--- src/rtl/m_sr_pkg.sv ---
// Shared definitions for the set/reset latch bank: conflict modes, parameter
// bounds and the per-channel next-state rule.
package m_sr_pkg;

  typedef enum logic [1:0] {
    SR_SET_WINS   = 2'd0,
    SR_RESET_WINS = 2'd1,
    SR_HOLD       = 2'd2,
    SR_TOGGLE     = 2'd3
  } sr_mode_e;

  localparam int SR_FILTER_LEN_MAX = 15;
  localparam int SR_CHANNELS_MAX   = 32;

  // Next latch value from the two qualified requests; only a true conflict
  // consults the mode.
  function automatic logic sr_resolve(input logic     set_qual,
                                      input logic     rst_qual,
                                      input sr_mode_e mode,
                                      input logic     q);
    logic q_nxt;
    q_nxt = q;
    if (set_qual && !rst_qual) begin
      q_nxt = 1'b1;
    end else if (!set_qual && rst_qual) begin
      q_nxt = 1'b0;
    end else if (set_qual && rst_qual) begin
      case (mode)
        SR_SET_WINS:   q_nxt = 1'b1;
        SR_RESET_WINS: q_nxt = 1'b0;
        SR_HOLD:       q_nxt = q;
        SR_TOGGLE:     q_nxt = ~q;
        default:       q_nxt = q;
      endcase
    end
    return q_nxt;
  endfunction

endpackage

--- src/rtl/m_sr_filter.sv ---
// Low-level qualifier for one active-low request: saturating run-length
// counter of consecutive low samples.
module m_sr_filter
  import m_sr_pkg::*;
#(
  parameter int FILTER_LEN = 1
) (
  input  logic clock,
  input  logic reset,
  input  logic in_n,
  output logic qualify
);

  localparam int FLEN = (FILTER_LEN > SR_FILTER_LEN_MAX) ? SR_FILTER_LEN_MAX :
                        (FILTER_LEN < 1) ? 1 : FILTER_LEN;
  localparam int CW   = $clog2(FLEN + 1);

  localparam logic [CW-1:0] CNT_MAX = CW'(FLEN);
  localparam logic [CW-1:0] CNT_ARM = CW'(FLEN - 1);

  logic [CW-1:0] cnt;

  always_ff @(posedge clock) begin
    if (reset) begin
      cnt <= '0;
    end else if (in_n) begin
      cnt <= '0;
    end else if (cnt != CNT_MAX) begin
      cnt <= cnt + CW'(1);
    end
  end

  // Qualification lands on the edge the counter would reach FLEN, so the
  // latch updates on that same edge.
  generate
    if (FLEN == 1) begin : g_nofilt
      assign qualify = !in_n;
    end else begin : g_filt
      assign qualify = !in_n && (cnt >= CNT_ARM);
    end
  endgenerate

endmodule

--- src/rtl/m_sr_latch_bank.sv ---
// Bank of clocked replacements for NAND set/reset latches, with input
// filtering, selectable conflict resolution, freeze and change pulses.
module m_sr_latch_bank
  import m_sr_pkg::*;
#(
  parameter int                  CHANNELS   = 4,
  parameter int                  FILTER_LEN = 1,
  parameter logic [CHANNELS-1:0] INIT_Q     = '0
) (
  input  logic                clock,
  input  logic                reset,
  input  logic [CHANNELS-1:0] s_n,
  input  logic [CHANNELS-1:0] r_n,
  input  logic [1:0]          mode,
  input  logic                hold,
  output logic [CHANNELS-1:0] q,
  output logic [CHANNELS-1:0] ql,
  output logic [CHANNELS-1:0] changed
);

  logic [CHANNELS-1:0] set_qual;
  logic [CHANNELS-1:0] rst_qual;
  logic [CHANNELS-1:0] q_nxt;
  sr_mode_e            mode_e;

  assign mode_e = sr_mode_e'(mode);

  generate
    for (genvar i = 0; i < CHANNELS; i++) begin : g_ch
      m_sr_filter #(.FILTER_LEN(FILTER_LEN)) u_set_filt (
        .clock   (clock),
        .reset   (reset),
        .in_n    (s_n[i]),
        .qualify (set_qual[i])
      );

      m_sr_filter #(.FILTER_LEN(FILTER_LEN)) u_rst_filt (
        .clock   (clock),
        .reset   (reset),
        .in_n    (r_n[i]),
        .qualify (rst_qual[i])
      );
    end
  endgenerate

  always_comb begin
    q_nxt = q;
    for (int i = 0; i < CHANNELS; i++) begin
      q_nxt[i] = sr_resolve(set_qual[i], rst_qual[i], mode_e, q[i]);
    end
  end

  // Filters keep counting through hold; only the latch state is frozen.
  always_ff @(posedge clock) begin
    if (reset) begin
      q       <= INIT_Q;
      ql      <= ~INIT_Q;
      changed <= '0;
    end else if (hold) begin
      changed <= '0;
    end else begin
      q       <= q_nxt;
      ql      <= ~q_nxt;
      changed <= q_nxt ^ q;
    end
  end

endmodule

--- config.mk ---
export PLATFORM = sky130hd
export DESIGN_NAME = m_sr_latch_bank
export DESIGN_NICKNAME = d
export VERILOG_FILES = /design/src/rtl/m_sr_pkg.sv /design/src/rtl/m_sr_filter.sv /design/src/rtl/m_sr_latch_bank.sv
export SDC_FILE = /design/constraint.sdc
export NUM_CORES = 1
export LEC_CHECK = 0
export CAP_MARGIN = 5
export CORE_MARGIN = 1
export CORE_UTILIZATION = 43
export DETAILED_ROUTE_END_ITERATION = 10
export GPL_TIMING_DRIVEN = 0
export PLACE_DENSITY = 0.74
export SETUP_SLACK_MARGIN = 0.4
export SYNTH_ARGS = -nofsm -noshare
export SYNTH_HDL_FRONTEND = slang
export SYNTH_SLANG_ARGS = --single-unit
--- constraint.sdc ---
create_clock -name clock -period 1.3 [get_ports clock]
set_clock_uncertainty 0.05 [all_clocks]
set_input_delay 0.195 -clock clock [delete_from_list [all_inputs] [get_ports clock]]
set_output_delay 0.195 -clock clock [all_outputs]
set_load 0.005 [all_outputs]
==> impl_metrics.toml, run 1 <==
[floorplanning]
pin_count = 25
fp.dieW_um = 42.4
core-area_um2 = 1520
initial_core_util_pct = 46.1
die_y_um = 42.4
die-area_um2 = 1800
rows = 14

[logic_synthesis]
synth-edff-count = 0
yosysWarnings = 0
yosysTopAreaCell = "dfxtp_1"
synth_top_flop_cell = "dfxtp_1"
avgSynthCellArea_um2 = 8.67
syn_area_um2 = 702
synth_top_area_share_pct = 34.2
synth_seq_area_share_pct = 34.2
synthTopCellsByArea = "dfxtp_1, a221oi_2, a21oi_1, a311o_1, o211a_1"
synth_cell_types = 22
async_reset_ff_share_pct = 0
synth_nets = 94
synthCells = 81
ys_ff_latch = 12

[critical_path]
crit_required_ns = 1.44
worstSetupEndpointType = "flop"
cp-start-kind = "input port"
r2r-start = "q[0]$_SDFFE_PP0N_"
arrival_ns = 1.40
crit_fanout = 4
worstSetupStartpoint = "r_n[2]"
path_class = "input port to flop"

[cells_and_area]
drive_above_1_share_pct = 49.6
n_antenna_cell = 0
final_common_cell = "buf_6"
fill_cells = 105
finalNetCount = 139
design_area_um2 = 1200
final_cell_mix = "buf_6, buf_4, a21oi_1, buf_2"
area_delta_synth_final_pct = 71.3

[sta]
maxSlewViolCount = 0
worst_pin_slew_ns = 0.584
fin_ws_ns = 0.0452
fmax_mhz = 797
min_period_over_period_pct = 96.5
finalHoldViolCount = 0
rsz0062_at_grt = "yes"
setup_violations = 0
min_period_ns = 1.25
slew_headroom_pct = 61.0

[routing]
routedWlPerCell_um = 15.4
dr.pass1.iters = 4
vias = 816
drc = 0
drt_wl_total_um = 2180
initialDrtViolationCount = 33
vias_per_cell = 5.79
detail-route-antenna-nets = 0

[power_and_ir_drop]
ir_drop_v = 0.000682
p_leak_uw = 0.000562
p_sw_share_pct = 28.3
internal_power_uw = 733
p_comb_share_pct = 30.8
p_per_area_nw_per_um2 = 850
p_seq_share_pct = 39.3
p_clk_share_pct = 29.9
p_switching_uw = 289

[clock_network]
cts_tree = "done"
clock_latency_ns = 0.28
cts_buffer_depth = 2
path_clk_slew_ns = 0.08
cts_num_sinks = 12
cts_made_buffers = 3
htree_levels = 1
cts_root_buffer = "clkbuf_4"
postCtsHoldBufs = 0

[global_route]
grt_pass1_wl_um = 3230
grt-ovfl-total = 0
first_global_vias = 748
antenna_found_initial = 0
grt_util_all_layers_pct = 23.8
grt_max_degree = 11

[flow_run]
maxCapViolations = 0

[outcome]
status = "finished clean"

[placement]
port_buffers = 22
pre_cts_ws_ns = -0.519
placed_cell_area_um2 = 965
place.gp.congestion = 0.737
hpwlAfterDp_um = 1280

[min_path]
hp-class = "input port to flop"
hold_path_startpoint = "r_n[0]"
## synthesized netlist by cell type, types with 4 or more instances
library cell and n:
nor2_1 5, a21oi_1 8, nand3b_1 4, nand2_1 4, a311o_1 4, inv_1 4, dfxtp_1 12, a31oi_1 4
o21ai_0 8, nand2b_1 4, o211a_1 4, a21o_1 4, o21bai_1 4, a221oi_2 4
## metrics by stage
stage / util, % / TNS [ns] / std cells / power (uW) / hold WS [ns]
after detailed placement: 63.3 / -4.56 / 119 / 652 / 0.419
after floorplan: - / 0 / 81 / 539 / 0.292
after CTS: 75.6 / 0 / 136 / 1000 / 0.284
after global placement: 63.3 / -4.22 / 119 / 646 / 0.410
after global routing: 78.9 / 0 / 141 / 1070 / 0.270
final: 78.9 / 0 / 141 / 1020 / 0.250
## power by group through the flow
stage | sequential, uW | clock, uW | combinational (uW)
2_1_floorplan | 420 | 0 | 119
3_3_place_gp | 419 | 0 | 227
3_5_place_dp | 421 | 0 | 232
4_1_cts | 401 | 314 | 288
5_1_grt | 404 | 329 | 335
6_report | 402 | 305 | 315
## sequential cells by signal, summed over array words and instances, names as in the netlist
register,cells
changed,4
q,4
ql,4
## final timing paths
path                            cells past startpoint                 end  slack, ns
worst max-delay path                                4   q[2]$_SDFFE_PP0N_       0.05
worst min-delay path                                3   q[0]$_SDFFE_PP0N_       0.25
worst max register to register                      4   q[0]$_SDFFE_PP0N_       0.05
worst min register to register                      2  ql[0]$_SDFFE_PP1N_       0.42
## worst max-delay path, cell delays in order
cell and delay (ns):
clkdlybuf4s50_1 0.53, inv_1 0.09, a311o_1 0.33, a221oi_2 0.25
## layer usage
layer  vias up  global-route usage (%)  wire, um  part of all wire (%)
met3         2                    3.02       116                   5.3
li1        395                       -         -                     -
met1       387                    28.8       958                    44
met5         -                       0         0                     0
met2        32                    42.5      1090                    50
met4         0                    8.75         8                  0.37
## final cells by class
cell class | instances | area (um^2) | share of cell area [%]
Timing Repair Buffer | 40 | 348 | 28.9
Tap cell | 16 | 20.0 | 1.66
Buffer | 5 | 38.8 | 3.23
Multi-Input combinational cell | 60 | 483 | 40.2
Inverter | 4 | 15.0 | 1.25
Clock buffer | 4 | 36.3 | 3.02
Sequential cell | 12 | 262 | 21.7
## repair_timing
| action | CTS | global route |
|---|---|---|
| pin swaps | 11 | 5 |
| setup buffers | 13 | 5 |
| hold endpoints to repair | 0 | 0 |
| endpoints found under the setup margin | 24 | 24 |
| resized for setup | 75 | 9 |
## cell families after synthesis
logic type | share of synthesized area [%]
AO/OA/AOI/OAI | 43.5
AND/OR/NAND/NOR | 14.4
flip-flops | 34.2
XOR/XNOR | 1.25
buffers and inverters | 6.59
Note: power is estimated with default switching activity, not from simulation.
==> run 2: changes to the inputs <==
--- a/config.mk
+++ b/config.mk
@@ -12,6 +12,7 @@
 export GPL_TIMING_DRIVEN = 0
 export PLACE_DENSITY = 0.74
 export SETUP_SLACK_MARGIN = 0.4
+export SLEW_MARGIN = 0
 export SYNTH_ARGS = -nofsm -noshare
 export SYNTH_HDL_FRONTEND = slang
 export SYNTH_SLANG_ARGS = --single-unit
==> constraint.sdc (replaced) <==
create_clock -name clock -period 1.43 [get_ports clock]
set_clock_uncertainty 0.05 [all_clocks]
set_input_delay 0.2145 -clock clock [delete_from_list [all_inputs] [get_ports clock]]
set_output_delay 0.2145 -clock clock [all_outputs]
set_load 0.005 [all_outputs]
==> impl_metrics.toml, run 2 (synthesis results as in run 1) <==
[placement]
port_buffers = 22
hpwlAfterDp_um = 1220
place.gp.congestion = 0.744
pre_cts_ws_ns = -0.358

[clock_network]
clock_latency_ns = 0.29
cts_tree = "done"
cts_buffer_depth = 2
path_clk_slew_ns = 0.08
cts_root_buffer = "clkbuf_4"
htree_levels = 1
cts_num_sinks = 12
cts_made_buffers = 3
postCtsHoldBufs = 0

[critical_path]
crit_required_ns = 1.57
path_class = "flop to flop"
arrival_ns = 1.40
worstSetupEndpointType = "flop"
rr_worst_depth = 4
cp-start-kind = "flop"
critical-path-slowest-cell = "dfxtp_4"
crit_fanout = 2
rrSetupSlack_ns = 0.17
worst_path_largest_cell_delay_ns = 0.35
worstPathCellList = "buf_6 -> nand2b_4 -> a311o_1 -> a221oi_2"
r2r-end = "q[1]$_SDFFE_PP0N_"
r2r-start = "q[1]$_SDFFE_PP0N_"

[routing]
vias = 785
detail-route-antenna-nets = 0
vias_per_cell = 5.81
routedWlPerCell_um = 14.8
drt_wl_total_um = 1990
initialDrtViolationCount = 16
drc = 0
dr.pass1.iters = 4

[sta]
worst_pin_slew_ns = 0.550
finalHoldViolCount = 0
maxSlewViolCount = 0
rsz0062_at_grt = "yes"
fin_ws_ns = 0.170
slew_headroom_pct = 63.3
setup_violations = 0
min_period_over_period_pct = 88.1
holdWs_ns = 0.260
fmax_mhz = 794
tns_ns = 0
min_period_ns = 1.26

[power_and_ir_drop]
p_leak_uw = 0.000527
design_power_total_uw = 833
p_per_area_nw_per_um2 = 756
ir_drop_v = 0.000491

[cells_and_area]
drive_above_1_share_pct = 43.7
final_common_cell = "buf_2"
area_delta_synth_final_pct = 56.9
n_antenna_cell = 0
reg_top3 = "changed x4, q x4, ql x4"
finalNetCount = 134
final_cell_mix = "buf_2, buf_6, a21oi_1"

[global_route]
grt-ovfl-total = 0
antenna_found_initial = 0
grt_util_all_layers_pct = 23.4
grt_pass1_wl_um = 3160
grt_max_degree = 11
first_global_vias = 760

[floorplanning]
fp.dieW_um = 42.4
initial_core_util_pct = 46.1
die-area_um2 = 1800
rows = 14
die_y_um = 42.4
pin_count = 25
core-area_um2 = 1520

[outcome]
status = "finished clean"

[flow_run]
maxCapViolations = 0

[min_path]
worst_hold_path.endpoint = "q[3]$_SDFFE_PP0N_"
hp-class = "input port to flop"
hold_path_startpoint = "r_n[3]"
whs_path_depth = 3
[run 2: worst max-delay path: cells and delay by family, from the launching register on]
kind,cells,cell delay (ns)
flip-flops,1,0.35
buffers and inverters,1,0.11
AND/OR/NAND/NOR,1,0.12
AO/OA/AOI/OAI,2,0.53
[run 2: per-layer routing]
| metal | GRT usage [%] | part of all wire [%] | wire [um] | up-vias |
|---|---|---|---|---|
| li1 | - | - | - | 382 |
| met1 | 27.2 | 44 | 881 | 370 |
| met3 | 3.88 | 5.7 | 113 | 5 |
| met4 | 11.3 | 1.9 | 38 | 0 |
| met2 | 41.2 | 48 | 959 | 28 |
| met5 | 0 | 0 | 0 | - |
[run 2: report_power, final]
part,switching [uW],internal [uW]
Sequential,9.09,354
Clock,121,97.9
Combinational,116,134
[run 2: worst max-delay path by stage]
stage	cells past startpoint	to	start	slack, ns
after floorplan	3	q[0]$_SDFFE_PP0N_	q[0]$_SDFFE_PP0N_	0.30
after global placement	4	q[3]$_SDFFE_PP0N_	mode[0]	-0.32
after detailed placement	4	q[1]$_SDFFE_PP0N_	mode[0]	-0.36
after CTS	4	q[1]$_SDFFE_PP0N_	q[1]$_SDFFE_PP0N_	0.14
after global routing	4	q[3]$_SDFFE_PP0N_	q[3]$_SDFFE_PP0N_	0.14
final	4	q[1]$_SDFFE_PP0N_	q[1]$_SDFFE_PP0N_	0.17
[run 2: cell type report]
| type | count | area, um^2 |
|---|---|---|
| Fill cell | 118 | 423 |
| Tap cell | 16 | 20.0 |
| Sequential cell | 12 | 260 |
| Multi-Input combinational cell | 60 | 462 |
| Inverter | 4 | 15.0 |
| Timing Repair Buffer | 35 | 287 |
| Clock buffer | 3 | 22.5 |
| Buffer | 5 | 35.0 |
[run 2: what timing repair did]
action                                 in CTS  in global routing
buffers inserted                           11                  1
resized for setup                          73                  8
setup endpoints to repair                  24                 14
gates cloned                                1                  0
endpoints found under the hold margin       0                  0
pin swaps                                  12                  6
[run 2: per-stage QoR]
step                instance area (um^2)  util, %  instances
floorplan                            711        -         81
global placement                     951     62.4        119
detailed placement                   951     62.4        119
CTS                                 1080     71.1        134
global route                        1100     72.2        135
finish                              1100     72.2        135
==> run 3: changes to the inputs <==
--- a/config.mk
+++ b/config.mk
@@ -7,10 +7,11 @@
 export LEC_CHECK = 0
 export CAP_MARGIN = 5
 export CORE_MARGIN = 1
-export CORE_UTILIZATION = 43
+export CORE_UTILIZATION = 45
+export CTS_BUF_LIST = sky130_fd_sc_hd__clkbuf_4 sky130_fd_sc_hd__clkbuf_8
 export DETAILED_ROUTE_END_ITERATION = 10
 export GPL_TIMING_DRIVEN = 0
-export PLACE_DENSITY = 0.74
+export PLACE_DENSITY = 0.77
 export SETUP_SLACK_MARGIN = 0.4
 export SLEW_MARGIN = 0
 export SYNTH_ARGS = -nofsm -noshare
==> impl_metrics.toml, run 3 (synthesis results as in run 1) <==
[power_and_ir_drop]
p_sw_share_pct = 28.6
internal_power_uw = 649
p_switching_uw = 260
p_clk_share_pct = 31.0
p_leak_uw = 0.000531
p_per_area_nw_per_um2 = 796
ir_drop_v = 0.000670
p_seq_share_pct = 40.2
p_comb_share_pct = 28.8

[cells_and_area]
finalNetCount = 134
area_delta_synth_final_pct = 62.7
n_antenna_cell = 0
stdcell_count = 135
final_cell_mix = "buf_6, buf_2, buf_4, a21oi_1, nor2_1"
final_common_cell = "buf_6"
reg_top3 = "changed x4, q x4, ql x4"
drive_above_1_share_pct = 43.3
final_util_pct = 82.6

[sta]
tns_ns = 0
setup_violations = 0
min_period_over_period_pct = 87.9
slew_headroom_pct = 64.3
finalHoldViolCount = 0
worst_pin_slew_ns = 0.535
min_period_ns = 1.26
fmax_mhz = 795
maxSlewViolCount = 0
rsz0062_at_grt = "yes"

[clock_network]
cts_buffer_depth = 2
postCtsHoldBufs = 0
cts_tree = "done"
path_clk_slew_ns = 0.08
cts_num_sinks = 12
cts_made_buffers = 3
htree_levels = 1
cts_root_buffer = "clkbuf_4"
clock_latency_ns = 0.28

[floorplanning]
fp.dieW_um = 41.5
initial_core_util_pct = 50.8
die-area_um2 = 1720
die_y_um = 41.5
rows = 13
core-area_um2 = 1380
pin_count = 25

[routing]
detail-route-antenna-nets = 0
initialDrtViolationCount = 18
routedWlPerCell_um = 15.4
vias_per_cell = 5.85
drc = 0
vias = 790
dr.pass1.iters = 4
drt_wl_total_um = 2080

[critical_path]
worstSetupEndpointType = "flop"
crit_fanout = 2
arrival_ns = 1.40
crit_required_ns = 1.57
cp-start-kind = "flop"
path_class = "flop to flop"

[global_route]
grt_pass1_wl_um = 3490
grt_util_all_layers_pct = 26.2
grt_max_degree = 11
grt-ovfl-total = 0
antenna_found_initial = 0
first_global_vias = 769

[flow_run]
maxCapViolations = 0

[placement]
place.gp.congestion = 0.728
place_inst = 118
port_buffers = 22
hpwlAfterDp_um = 1210

[min_path]
hp-class = "input port to flop"

[outcome]
status = "finished clean"
run 3: cell count changes in the layout (fill, tap and decap cells not counted):
cell,previous run,this run
clkdlybuf4s15_1,0,1
o21ai_0,5,4
dlymetal6s2s_1,2,1
buf_6,9,10
clkbuf_8,0,1
a31oi_4,0,1
dlygate4sd2_1,2,4
buf_2,11,9
clkbuf_2,3,1
a31oi_1,4,3
o21ai_1,3,4
buf_4,7,8
run 3: final cells by class:
cell class	count	area [um^2]
Timing Repair Buffer	35	300
Fill cell	94	240
Clock buffer	4	36.3
Multi-Input combinational cell	60	477
Sequential cell	12	260
Inverter	4	15.0
Buffer	5	35.0
Tap cell	15	18.8
run 3: what timing repair did:
action,in CTS,in global routing
resized for setup,77,4
endpoints found under the hold margin,0,0
endpoints found under the setup margin,24,16
buffers inserted,12,0
cloned,1,0
pin swaps,14,3
run 3: worst max-delay path, stage by stage (launching register included):
cell and delay (ns):
dfxtp_4 0.35, buf_6 0.11, nand2b_4 0.13, a311o_1 0.29
a221oi_2 0.24
run 3: power groups by stage:
stage	Combinational, uW	Clock, uW	Sequential, uW
after global routing	280	301	369
after global placement	199	0	381
after CTS	251	284	364
after floorplan	103	0	382
final	262	282	365
after detailed placement	203	0	382
run 3: stage by stage:
step	setup slack, ns	total power (uW)	cell area [um^2]	hold WS [ns]
6_report	0.173	909	1140	0.285
5_1_grt	0.140	950	1140	0.307
4_1_cts	0.141	899	1120	0.307
3_5_place_dp	-0.287	585	950	0.408
3_3_place_gp	-0.308	580	950	0.406
2_1_floorplan	0.302	485	711	0.338
run 3: final timing paths:
kind | from | to | slack [ns] | cells after the start
max | q[2]$_SDFFE_PP0N_ | q[2]$_SDFFE_PP0N_ | 0.17 | 4
min | r_n[1] | q[1]$_SDFFE_PP0N_ | 0.29 | 3
max reg2reg | q[2]$_SDFFE_PP0N_ | q[2]$_SDFFE_PP0N_ | 0.17 | 4
min reg2reg | ql[1]$_SDFFE_PP1N_ | ql[1]$_SDFFE_PP1N_ | 0.42 | 2
run 3: layer usage:
metal  up-vias  track usage (%)  wire length (um)
met4         0             12.3                25
met3         4             4.78               167
met2        45             40.9               981
met5         -                0                 0
met1       358             34.7               907
li1        383                -                 -
==> variant 1, RTL diff (flow settings as in run 1) <==
Register the inputs `s_n`, `r_n`, `mode` and `hold` before use. The logic sees them one clock later.
--- a/src/rtl/m_sr_latch_bank.sv
+++ b/src/rtl/m_sr_latch_bank.sv
@@ -20,2 +20,14 @@
 
+  logic [CHANNELS-1:0] s_n_q;
+  logic [CHANNELS-1:0] r_n_q;
+  logic [1:0] mode_q;
+  logic hold_q;
+
+  always_ff @(posedge clock) begin
+    s_n_q  <= s_n;
+    r_n_q  <= r_n;
+    mode_q <= mode;
+    hold_q <= hold;
+  end
+
   logic [CHANNELS-1:0] set_qual;
@@ -25,3 +37,3 @@
 
-  assign mode_e = sr_mode_e'(mode);
+  assign mode_e = sr_mode_e'(mode_q);
 
@@ -32,3 +44,3 @@
         .reset   (reset),
-        .in_n    (s_n[i]),
+        .in_n    (s_n_q[i]),
         .qualify (set_qual[i])
@@ -39,3 +51,3 @@
         .reset   (reset),
-        .in_n    (r_n[i]),
+        .in_n    (r_n_q[i]),
         .qualify (rst_qual[i])
@@ -58,3 +70,3 @@
       changed <= '0;
-    end else if (hold) begin
+    end else if (hold_q) begin
       changed <= '0;
Behaviour: not the same (Yosys sat finds a counterexample within 4 cycles, from zero or initial values and one cycle with reset high).
==> variant 1 against run 1 <==
Wire length is 9.2% higher; utilization decreased by 5.0 points; sequential cell count is 11 higher; synthesized area grew 31%; die area up 30%; critical path depth is 1 lower; total power is 39% higher; clock power rose by 6.9%; cell count rose by 12%; sequential power rose by 95%; hold slack better by 0.0053 ns; cell area rose by 22%; setup slack better by 0.0036 ns; critical endpoint is now q[0].
==> variant 1: results (changes against run 1) <==
Outcome
  • Result of the run: finished clean

Global route
  • Met2 usage in global routing: 31.22% (-11 points)
  • Number of global-route vias before repair: 743 (-0.67%)
  • Routing usage on met3: 3.774% (+0.76 points)
  • GR Layer Usage met1: 23.08% (-5.7 points)
  • First-pass GRT wire length: 3298 µm (+2.1%)
  • Largest net degree at the start of global routing: 13 (+2)
  • Total routing resource utilization after global routing: 18.57% (-5.2 points)

Clocking
  • CTS clk-pin slew, worst paths: 0.12 ns (+0.04 ns)
  • Number of gates resized after cts: 59 (-21%)
  • Clock latency on the worst-skew pair: 0.31 ns (+0.03 ns)
  • Number of setup buffers added after CTS: 8 (-5)

Route
  • Wire length after detailed routing: 2377 µm (+9.2%)
  • Avg WL per Cell: 15.04 µm (-2.5%)
  • Initial DRC Count: 23 (-30%)

Finish
  • Final layout net count: 145 (+4.3%)
  • Seq. cell area: 490.5 µm² (+88%)
  • Clock buffers and inverters, area share: 1.795% (-1.2 points)
  • Share of the final layout cell area in multi-input gates: 33.76% (-6.4 points)
  • Flip-flop and latch count: 23 (+11)
  • Proportion of layout cells with a drive suffix above 1: 45.04% (-4.6 points)
  • Share of final layout cell area taken by non-clock buffers: 27.61% (-4.5 points)
  • Fill count: 135 (+29%)

Placement
  • Setup slack at placement: 0.02170 ns (+0.5406 ns)
  • RePlAce Congestion: 0.8166 (+11%)
  • Number of buffers inserted by port buffering: 23 (+4.5%)
  • Cell area reported after detailed placement: 1209 µm² (+25%)
  • Dpl cells: 142 (+19%)

STA
  • Smallest hold slack: 0.2556 ns (+0.005313 ns)
  • Normalized max-slew margin: 61.84% (+0.80 points)
  • Post-route clock period utilization: 96.25% (-0.27 points)
  • Final count of negative-setup-slack endpoints: 0 (unchanged)

Logic synthesis
  • Fraction of synthesized cell area taken by the top area cell type: 49.93% (+16 points)
  • Share of synthesized area occupied by flip-flops and latches: 49.93% (+16 points)
  • Commonest cells in the synthesized netlist: dfxtp_1 (23), a21oi_1 (8), o21ai_0 (8), nor2_1 (5)

Worst setup path
  • Internal reg-to-reg setup slack: 0.06 ns
  • End of the critical path: q[0]
  • Cell class contributing the biggest share of worst-path delay: flip-flops
  • Cell with the biggest individual delay on the critical path: dfxtp_4
  • Biggest cell delay along the critical path: 0.37 ns (-0.16 ns)
  • Capture point of the worst reg-to-reg path: q[3]$_SDFFE_PP0N_
  • Biggest fanout along the worst timing path: 2 (-2)
  • Source of the critical timing path: q[0]$_SDFFE_PP0N_
  • Arrival time worst endpoint: 1.01 ns (-0.39 ns)

Worst hold path
  • Start point of the worst min-delay path: mode[1]
  • Min-Delay Endpoint: mode_e[1]$_DFF_P_
  • Worst Hold Depth: 1 (-2)

Power
  • Cell leakage power: 0.0006212 µW (+11%)
  • Maximum VDD drop: 647.4 µV (-5.1%)
  • Share of total power consumed by net switching: 26.02% (-2.3 points)

Die
  • Area inside the core boundary: 1982 µm² (+30%)
[variant 1: cell count changes in the layout (fill, tap and decap cells not counted), moves of 2 or more]
cell,change
a21oi_1,-4
buf_6,+2
buf_4,-8
dlygate4sd2_1,-2
clkbuf_2,-3
dfxtp_1,+8
clkdlybuf4s50_1,+6
a21oi_2,+4
dfxtp_4,+2
[variant 1: cell families after synthesis]
| group | count (synthesis) | synth area share, % |
|---|---|---|
| DFF | 23 | 49.93 |
| and+or+nand+nor | 19 | 10.99 |
| xor gates and xnor gates | 1 | 0.9500 |
| buffers and inverters | 9 | 5.019 |
| AOI/OAI and AO/OA | 40 | 33.11 |
[variant 1: power groups by stage]
stage	registers [µW]	logic, µW	clock network, µW
2_1_floorplan	797	119	0
6_report	782	309	326
3_3_place_gp	799	216	0
4_1_cts	773	244	334
3_5_place_dp	801	221	0
5_1_grt	787	329	366
[variant 1: routing by layer]
metal  vias to the layer above  wire (µm)
met5                         -          0
met4                         0         38
met3                         6        105
met2                        33       1272
met1                       403        961
li1                        417          -
==> variant 2, RTL diff (flow settings as in run 1) <==
Without the edit above. Register the output `ql` once more, cleared by the reset; this adds one clock of latency there. The other outputs are not delayed to match.
--- a/src/rtl/m_sr_latch_bank.sv
+++ b/src/rtl/m_sr_latch_bank.sv
@@ -19,2 +19,4 @@
 );
+
+  logic [CHANNELS-1:0] ql_s0;
 
@@ -56,3 +58,3 @@
       q       <= INIT_Q;
-      ql      <= ~INIT_Q;
+      ql_s0   <= ~INIT_Q;
       changed <= '0;
@@ -62,4 +64,12 @@
       q       <= q_nxt;
-      ql      <= ~q_nxt;
+      ql_s0   <= ~q_nxt;
       changed <= q_nxt ^ q;
+    end
+  end
+
+  always_ff @(posedge clock) begin
+    if (reset) begin
+      ql <= '0;
+    end else begin
+      ql <= ql_s0;
     end
Check against the original RTL: not equivalent (a bounded check fails within 4 cycles, from zero or initial values and one cycle with reset high).
==> variant 2 against run 1 <==
Sequential power increased by 33%; combinational power up 4%; first-iteration DRC count shrank 52%; synthesized area grew 11%; critical endpoint is now ql_s0[1]$_SDFFE_PP1N_; clock power grew 10%; non-clock buffer count fell by 4; sequential cell count rose by 4; wire length up 1.7%; critical path type is now register to register; total power increased by 17%; cell area up 8.8%; largest power group unchanged; utilization down 2.3 points; setup slack improved by 0.068 ns; maximum frequency is 5.8% higher.
==> variant 2: results (changes against run 1) <==
Logic synthesis
  • Share of synthesized area occupied by flip-flops and latches: 41.09% (+6.9 points)
  • Leading cell types by total area after synthesis: dfxtp_1 (41%), nor2_1 (10%), a21oi_1 (4.5%), o21ai_0 (4.5%), nor2b_1 (4.0%)
  • Post-Synthesis Net Count: 111 (+18%)

Global route
  • Total routing resource utilization after global routing: 24.64% (+0.84 points)
  • GR Layer Usage met1: 33.00% (+4.2 points)
  • Routing usage on met3: 5.306% (+2.3 points)
  • First-pass GRT wire length: 3519 µm (+9.0%)

Worst hold path
  • Min-Delay Endpoint: ql_s0[2]$_SDFFE_PP1N_
  • Start point of the worst min-delay path: s_n[2]

Clocking
  • CTS clk-pin slew, worst paths: 0.10 ns (+0.02 ns)

Finish
  • Final layout net count: 153 (+10%)
  • Fill count: 116 (+10%)

STA
  • Smallest hold slack: 0.1848 ns (-0.06552 ns)

Placement
  • Number of buffers inserted by port buffering: 23 (+4.5%)
  • RePlAce Congestion: 0.7230 (-1.9%)
  • Detailed placer's ending HPWL: 1251 µm (-2.1%)

Power
  • Cell leakage power: 0.0005871 µW (+4.5%)

Worst setup path
  • Worst Path Class, Setup: register to register
  • Biggest cell delay along the critical path: 0.36 ns (-0.17 ns)
  • End of the critical path: ql_s0[1]$_SDFFE_PP1N_
  • Reg2Reg Launch Point: q[1]$_SDFFE_PP0N_
  • Cell with the biggest individual delay on the critical path: dfxtp_4
  • Biggest fanout along the worst timing path: 2 (-2)

Outcome
  • Result of the run: finished clean

Route
  • Wire length after detailed routing: 2212 µm (+1.7%)
  • Vias per inst: 5.311 (-8.2%)
  • Initial DRC Count: 16 (-52%)
==> variant 2: report_power, final <==
group / leakage (µW) / total (µW) / switching [µW] / internal (µW)
combinational: 0.000430 / 329 / 158 / 171
clock: 0.0000210 / 336 / 166 / 171
sequential: 0.000136 / 535 / 14.0 / 521
total: 0.000587 / 1200 / 338 / 863
==> variant 2: through the flow <==
step / setup TNS, ns / util (%) / worst slack (ns) / area [µm²] / std cells
floorplan: 0 / - / 0.2744 / 807.0 / 98
global placement: -4.000 / 62.56 / -0.3993 / 1069 / 146
detailed placement: -3.979 / 62.56 / -0.4170 / 1069 / 146
CTS: 0 / 72.01 / 0.1148 / 1230 / 162
global route: 0 / 76.63 / 0.09549 / 1309 / 164
finish: 0 / 76.63 / 0.1135 / 1309 / 164
==> variant 2: cell families (layout without fill, tap and decap cells) <==
| family | after synthesis | after routing | share of synthesized area, % |
|---|---|---|---|
| flip-flops | 16 | 16 | 41.09 |
| XOR/XNOR | 2 | 2 | 3.211 |
| AND/OR/NAND/NOR | 45 | 45 | 27.77 |
| buffers and inverters | 7 | 48 | 4.494 |
| AO/OA/AOI/OAI | 28 | 28 | 23.44 |
==> variant 2: what timing repair did <==
action | in CTS | in global routing
buffers inserted | 12 | 2
endpoints found under the setup margin | 27 | 24
hold endpoints to repair | 0 | 0
gates resized for setup | 80 | 26
pin swaps | 12 | 6
==> variant 2: area by class of cell <==
type	instances	area, µm²	area share (%)
Inverter	3	11.26	0.8604
Clock buffer	4	36.28	2.772
Buffer	4	37.54	2.868
Multi-Input combinational cell	75	550.5	42.06
Timing Repair Buffer	37	305.3	23.33
Tap cell	25	31.28	2.390
Sequential cell	16	336.6	25.72
==> variant 2: routing by layer <==
metal  routed length (µm)  up-vias
met1                  991      404
met5                    0        -
met4                   55        0
li1                     -      429
met2                 1076       33
met3                   88        5
